File: src/rtl/uart_pkg.sv
`default_nettype none
// ============================================================================
// Module   : uart_pkg
// Purpose  : Shared types for the UART receive word packer.
// Revision : 1.0
// ============================================================================
package uart_pkg;

  localparam int BYTES_PER_WORD = 4;

  typedef logic [7:0]  byte_t;
  typedef logic [31:0] word_t;

  typedef enum logic [1:0] {
    B0 = 2'd0,
    B1 = 2'd1,
    B2 = 2'd2,
    B3 = 2'd3
  } coll_state_e;

endpackage
`default_nettype wire

File: src/rtl/uart_word_fifo.sv
`default_nettype none
// ============================================================================
// Module   : uart_word_fifo
// Purpose  : Word FIFO with push/pop/flush; output holds last head when empty.
// Revision : 1.0
// ============================================================================
module uart_word_fifo
  import uart_pkg::*;
#(
  parameter int DEPTH = 8
) (
  input  logic                     clk,
  input  logic                     rstn,
  input  logic                     flush,
  input  logic                     push,
  input  word_t                    push_data,
  input  logic                     pop,
  output word_t                    rdata,
  output logic                     full,
  output logic                     empty,
  output logic [$clog2(DEPTH):0]   count
);

  localparam int AW = $clog2(DEPTH);

  logic [AW-1:0] wr_ptr_q, wr_ptr_d;
  logic [AW-1:0] rd_ptr_q, rd_ptr_d;
  logic [AW:0]   count_q, count_d;
  word_t         last_q, last_d;
  word_t         mem_q [DEPTH];
  logic          do_push, do_pop;

  assign full    = (count_q == (AW+1)'(DEPTH));
  assign empty   = (count_q == '0);
  assign do_pop  = pop & ~empty & ~flush;
  // A full FIFO still accepts a word when the head leaves in the same cycle.
  assign do_push = push & ~flush & (~full | do_pop);

  always_comb begin
    wr_ptr_d = wr_ptr_q;
    rd_ptr_d = rd_ptr_q;
    count_d  = count_q;
    last_d   = empty ? last_q : mem_q[rd_ptr_q];
    if (flush) begin
      wr_ptr_d = '0;
      rd_ptr_d = '0;
      count_d  = '0;
    end else begin
      if (do_push) wr_ptr_d = wr_ptr_q + 1'b1;
      if (do_pop)  rd_ptr_d = rd_ptr_q + 1'b1;
      case ({do_push, do_pop})
        2'b10:   count_d = count_q + 1'b1;
        2'b01:   count_d = count_q - 1'b1;
        default: count_d = count_q;
      endcase
    end
  end

  always_ff @(posedge clk or negedge rstn) begin
    if (!rstn) begin
      wr_ptr_q <= '0;
      rd_ptr_q <= '0;
      count_q  <= '0;
      last_q   <= '0;
    end else begin
      wr_ptr_q <= wr_ptr_d;
      rd_ptr_q <= rd_ptr_d;
      count_q  <= count_d;
      last_q   <= last_d;
    end
  end

  always_ff @(posedge clk) begin
    if (do_push) mem_q[wr_ptr_q] <= push_data;
  end

  // Storage is only read while occupied, so unreset entries never reach rdata.
  assign rdata = empty ? last_q : mem_q[rd_ptr_q];
  assign count = count_q;

endmodule
`default_nettype wire

File: src/rtl/uart_rx_word_packer.sv
`default_nettype none
// ============================================================================
// Module   : uart_rx_word_packer
// Purpose  : Packs received UART bytes little-endian into 32-bit FIFO words.
// Revision : 1.0
// ============================================================================
module uart_rx_word_packer
  import uart_pkg::*;
#(
  parameter int DEPTH = 8
) (
  input  logic                     clk,
  input  logic                     rstn,
  input  byte_t                    rdata,
  input  logic                     rdata_ready,
  input  logic                     ferr,
  input  logic                     flush,
  input  logic                     clr_err,
  output word_t                    wdata,
  output logic                     wvalid,
  input  logic                     wready,
  output logic [$clog2(DEPTH):0]   count,
  output logic [1:0]               byte_cnt,
  output logic                     ovf_err,
  output logic                     fr_err
);

  localparam int PW = (BYTES_PER_WORD - 1) * 8;

  coll_state_e   state_q, state_d;
  logic [PW-1:0] partial_q, partial_d;
  logic          ovf_q, ovf_d;
  logic          fr_q, fr_d;

  logic good_byte, bad_byte, word_done, pop_req, ovf_set;
  logic fifo_full, fifo_empty;

  assign good_byte = rdata_ready & ~ferr & ~flush;
  assign bad_byte  = rdata_ready &  ferr & ~flush;
  assign pop_req   = wvalid & wready;

  // State register
  always_ff @(posedge clk or negedge rstn) begin
    if (!rstn) state_q <= B0;
    else       state_q <= state_d;
  end

  // Next-state logic
  always_comb begin
    state_d = state_q;
    if (flush || bad_byte)
      state_d = B0;
    else if (good_byte)
      state_d = (state_q == B3) ? B0 : coll_state_e'(state_q + 2'd1);
  end

  // Output logic
  always_comb begin
    byte_cnt  = state_q;
    word_done = good_byte & (state_q == B3);
  end

  always_comb begin
    partial_d = partial_q;
    if (good_byte) begin
      case (state_q)
        B0:      partial_d[7:0]   = rdata;
        B1:      partial_d[15:8]  = rdata;
        B2:      partial_d[23:16] = rdata;
        default: partial_d        = partial_q;
      endcase
    end
  end

  // A word is lost only if the FIFO is full and the head is not leaving.
  assign ovf_set = word_done & fifo_full & ~(pop_req & ~fifo_empty);

  always_comb begin
    ovf_d = (ovf_q & ~clr_err) | ovf_set;
    fr_d  = (fr_q  & ~clr_err) | bad_byte;
  end

  always_ff @(posedge clk or negedge rstn) begin
    if (!rstn) begin
      partial_q <= '0;
      ovf_q     <= 1'b0;
      fr_q      <= 1'b0;
    end else begin
      partial_q <= partial_d;
      ovf_q     <= ovf_d;
      fr_q      <= fr_d;
    end
  end

  uart_word_fifo #(
    .DEPTH (DEPTH)
  ) u_fifo (
    .clk       (clk),
    .rstn      (rstn),
    .flush     (flush),
    .push      (word_done),
    .push_data ({rdata, partial_q}),
    .pop       (pop_req),
    .rdata     (wdata),
    .full      (fifo_full),
    .empty     (fifo_empty),
    .count     (count)
  );

  assign wvalid  = ~fifo_empty;
  assign ovf_err = ovf_q;
  assign fr_err  = fr_q;

endmodule
`default_nettype wire

File: config.mk
export PLATFORM = sky130hd
export DESIGN_NAME = uart_rx_word_packer
export DESIGN_NICKNAME = d
export VERILOG_FILES = /design/src/rtl/uart_pkg.sv /design/src/rtl/uart_word_fifo.sv /design/src/rtl/uart_rx_word_packer.sv
export SDC_FILE = /design/constraint.sdc
export NUM_CORES = 1
export LEC_CHECK = 0
export ABC_AREA = 1
export CORE_MARGIN = 4
export CORE_UTILIZATION = 54
export DETAILED_ROUTE_END_ITERATION = 10
export PLACE_DENSITY = 0.8
export SYNTH_ARGS = -nofsm -noshare
export SYNTH_HDL_FRONTEND = slang
export SYNTH_SLANG_ARGS = --single-unit
File: constraint.sdc
create_clock -name clk -period 2.7 [get_ports clk]
set_input_delay 0.27 -clock clk [delete_from_list [all_inputs] [get_ports clk]]
set_output_delay 0.27 -clock clk [all_outputs]
set_load 0.05 [all_outputs]
==> qor.yml, run 1 <==
floorplanning:
  fp.dieW_um: 161.9
  core_area_um2: 23400
  die_h_um: 161.9
  ios: 56
  row_count: 56
  dieArea_um2: 26200
  start_util: 0.5463
drt:
  antenna_left: 0
  routed-via-count: 8371
  drt_iter0_drc: 1102
  dr.pass1.iters: 6
  via_per_inst: 5.971
  routed_wl_mm: 29.77
  drc_errors: 0
  wire_per_inst_um: 21.24
synth:
  netlist_area_um2: 12780
  syn_area_per_cell_um2: 12.89
  synth_compound_area_frac: 0.1077
  ys_seq_area_frac: 0.7383
  synth-seq-cells: 326
  synth_top_family_by_area: "simple AND/OR/NAND/NOR gates"
  synthCells: 992
  synthSimpleGateAreaFrac: 0.1103
  muxShareOfSynthArea: 0
  synthXorXnorAreaFrac: 0.0006851
  synth.distinct_cells: 30
  yosys_warnings: 0
  synthAdderAreaFrac: 0.009395
  syn-num-nets: 1016
power_and_ir_drop:
  switching_share: 0.3671
  p_switching_mw: 6.349
  p_per_area_nw_per_um2: 1135
  p_seq_frac: 0.361
  vdd_ir_drop_max_mv: 0.9129
  p_leak_nw: 5.562
  p_comb_frac: 0.407
  p_int_mw: 10.94
  clkPwrFrac: 0.232
critical_path:
  r2r_cells: 8
  cp-startpoint: "u_fifo.rd_ptr_q[0]"
  worstPathMaxFanout: 31
  cpLargestDelayFamily: "flip-flops"
  r2r_start: "byte_cnt[1]"
  worstPathCellList: "clkinv_8 > buf_12 > o21ai_0 > o221ai_1 > nand3_1 > nand2_1 > buf_12"
  crit_buf_inv: 3
  cpMaxStageDelayCell: "dfrtp_4"
  slowest_delay_ns: 0.57
  regToRegEndpoint: "u_fifo.mem_q[6][3]"
  cp-start-kind: "flop"
  regToRegSetupSlack_ns: 0.63
  cp.arrival_ns: 2.39
  endpoint_kind: "output port"
  path_class: "reg -> out"
  cp.required_ns: 2.43
  crit_top_cell: "buf_12"
sta:
  worst_pin_slew_ns: 0.9241
  finalCritPeriodShare: 0.9858
  hold_viol_final: 0
  setup_viol: 0
  fmax_mhz: 375.7
  rsz0062_at_grt: "true"
  finalSetupTns_ns: 0
  report.final.slew_viol_count: 0
  post-route-min-period_ns: 2.662
  worst_slack_ns: 0.03839
  slew_headroom: 0.3839
  fin_skew_ns: 0.01487
worst_hold_path:
  whs_path_depth: 2
  worstHoldStart: "clr_err"
  min_path_type: "in -> reg"
  hold_path_end: "ovf_err"
clocking:
  clkTransAtPathRegs_ns: 0.06
  clk_path_buf_depth: 3
  htreeDepth: 1
  cts-root-buf: "clkbuf_16"
  numCtsBuffers: 30
  cts_tree: "yes"
  cts_num_sinks: 326
  insertion_delay_ns: 0.55
placement:
  dp.cells: 1341
  gp_congestion: 0.8441
  preCtsSetupSlack_ns: 0.2970
  port_buffers: 55
  detailed_place_hpwl_mm: 16.85
status:
  run_status: "complete, no violations"
global_route:
  grt_usage: 0.2230
  grt_max_degree: 72
  first_global_vias: 8377
  grt_first_pass_wirelength_mm: 45.80
  antenna_found_initial: 0
  grt-ovfl-total: 0
final_layout:
  syn2layout_area_growth_pct: 19.19
  layout.cells.non_filler: 1402
  drive_above_1_share: 0.1339
  nets: 1083
  diodes: 0
job:
  cap_violations: 0
state kept, by name, summed over array words and instances (netlist names):
name             cells
partial_q           24
fr_err               1
ovf_err              1
byte_cnt             2
u_fifo.last_q       32
u_fifo.mem_q       256
u_fifo.rd_ptr_q      3
u_fifo.wr_ptr_q      3
u_fifo.count         4
area by class of cell:
cell class / instances / area (um^2)
inverter: 28 / 123.9
timing repair buffer: 93 / 1351
fill: 1650 / 8164
clock inverter: 12 / 85.08
multi-input combinational: 580 / 2980
sequential: 326 / 9444
clock buffer: 44 / 854.6
tap: 319 / 399.1
cells in the mapped netlist:
master | count | area share
o32ai_1 | 1 | 0.00069
nand2_1 | 107 | 0.031
nor3_2 | 2 | 0.0016
fa_1 | 1 | 0.0016
o21ai_0 | 160 | 0.063
nand3_4 | 1 | 0.0014
ha_1 | 8 | 0.0078
xor2_1 | 1 | 0.00069
clkinv_1 | 1 | 0.00029
nand3_1 | 45 | 0.018
a21oi_4 | 1 | 0.0013
o211ai_1 | 32 | 0.019
a21oi_1 | 3 | 0.0012
o221ai_1 | 32 | 0.022
buf_1 | 1 | 0.00029
nor2_4 | 3 | 0.0026
buf_4 | 6 | 0.0035
inv_2 | 4 | 0.0012
nand2_2 | 7 | 0.0034
nor2_1 | 171 | 0.050
edfxtp_1 | 256 | 0.60
o21ai_1 | 3 | 0.0012
nand3b_4 | 1 | 0.0016
buf_6 | 9 | 0.0079
buf_2 | 12 | 0.0047
or2_2 | 1 | 0.00049
inv_1 | 22 | 0.0065
dfrtp_1 | 70 | 0.14
clkbuf_1 | 30 | 0.0088
inv_4 | 1 | 0.00049
worst register-to-register path, stage by stage (launching register included):
cell	delay (ns)
dfrtp_1	0.40
ha_1	0.16
inv_1	0.07
nor2_4	0.16
inv_2	0.07
a21oi_4	0.21
nand2_2	0.20
nor3_4	0.17
buf_4	0.29
cells by family (layout without fill, tap and decap cells):
group	Yosys count	count (layout)
buffers and inverters	86	177
AOI/OAI and AO/OA	232	232
DFF	326	326
xor gates and xnor gates	1	1
and+or+nand+nor	338	338
adders and majority gates	9	9
cell usage in the layout (no fill, tap or decap), drive strengths merged, types with 4 or more instances in the layout:
cell / instances
edfxtp: 256
inv: 27
buf: 70
o221ai: 32
o211ai: 32
clkinv: 10
a21oi: 4
ha: 8
nand3: 46
clkdlybuf4s50: 21
o21ai: 163
nor2: 174
dfrtp: 70
nand2: 114
clkbuf: 45
how the worst max path moves through the flow:
stage          slack [ns]  cells past startpoint                   to
6_report             0.04                      7            wdata[13]
3_3_place_gp         0.37                      9  u_fifo.mem_q[3][22]
5_1_grt             -0.03                      9            wdata[12]
2_1_floorplan       -0.51                      6   u_fifo.mem_q[0][0]
3_5_place_dp         0.30                      9   u_fifo.mem_q[6][3]
4_1_cts              0.02                      7            wdata[13]
power by group through the flow:
| stage | registers (mW) | logic [mW] | clock network, mW |
|---|---|---|---|
| 5_1_grt | 6.28 | 7.45 | 4.28 |
| 4_1_cts | 6.22 | 6.95 | 4.05 |
| 3_5_place_dp | 6.31 | 6.83 | 0 |
| 2_1_floorplan | 6.28 | 3.76 | 0 |
| 3_3_place_gp | 6.29 | 6.73 | 0 |
| 6_report | 6.24 | 7.04 | 4.01 |
layer usage:
layer,wire length (um),share of wire,global-route usage
met5,0,0,0
met4,762,0.026,0.07651
met3,2720,0.091,0.02943
met2,14450,0.49,0.3651
met1,11840,0.40,0.3140
stage by stage:
| stage | total power, mW | utilization | cell area, um^2 | hold WS, ns |
|---|---|---|---|---|
| final | 17.29 | 0.6511 | 15240 | 0.3105 |
| after global placement | 13.02 | 0.6052 | 14160 | 0.4552 |
| after floorplan | 10.03 | - | 12780 | -0.02559 |
| after global routing | 18.02 | 0.6511 | 15240 | 0.3224 |
| after CTS | 17.22 | 0.6477 | 15160 | 0.3023 |
| after detailed placement | 13.13 | 0.6052 | 14160 | 0.4524 |
what timing repair did:
item / in CTS / in global routing
setup buffers: 0 / 2
resized for setup: 2 / 11
endpoints found under the setup margin: 10 / 31
hold buffers: 1 / 0
endpoints found under the hold margin: 60 / 0
cloned: 1 / 1
Power figures use the tool's default switching activity.
==> run 2, diff against run 1 <==
--- a/config.mk
+++ b/config.mk
@@ -9,6 +9,7 @@
 export CORE_MARGIN = 4
 export CORE_UTILIZATION = 54
 export DETAILED_ROUTE_END_ITERATION = 10
+export HOLD_SLACK_MARGIN = 0.08
 export PLACE_DENSITY = 0.8
 export SYNTH_ARGS = -nofsm -noshare
 export SYNTH_HDL_FRONTEND = slang
==> results of run 2 <==
The final DEF is identical to that of run 1; final timing and power are the same.
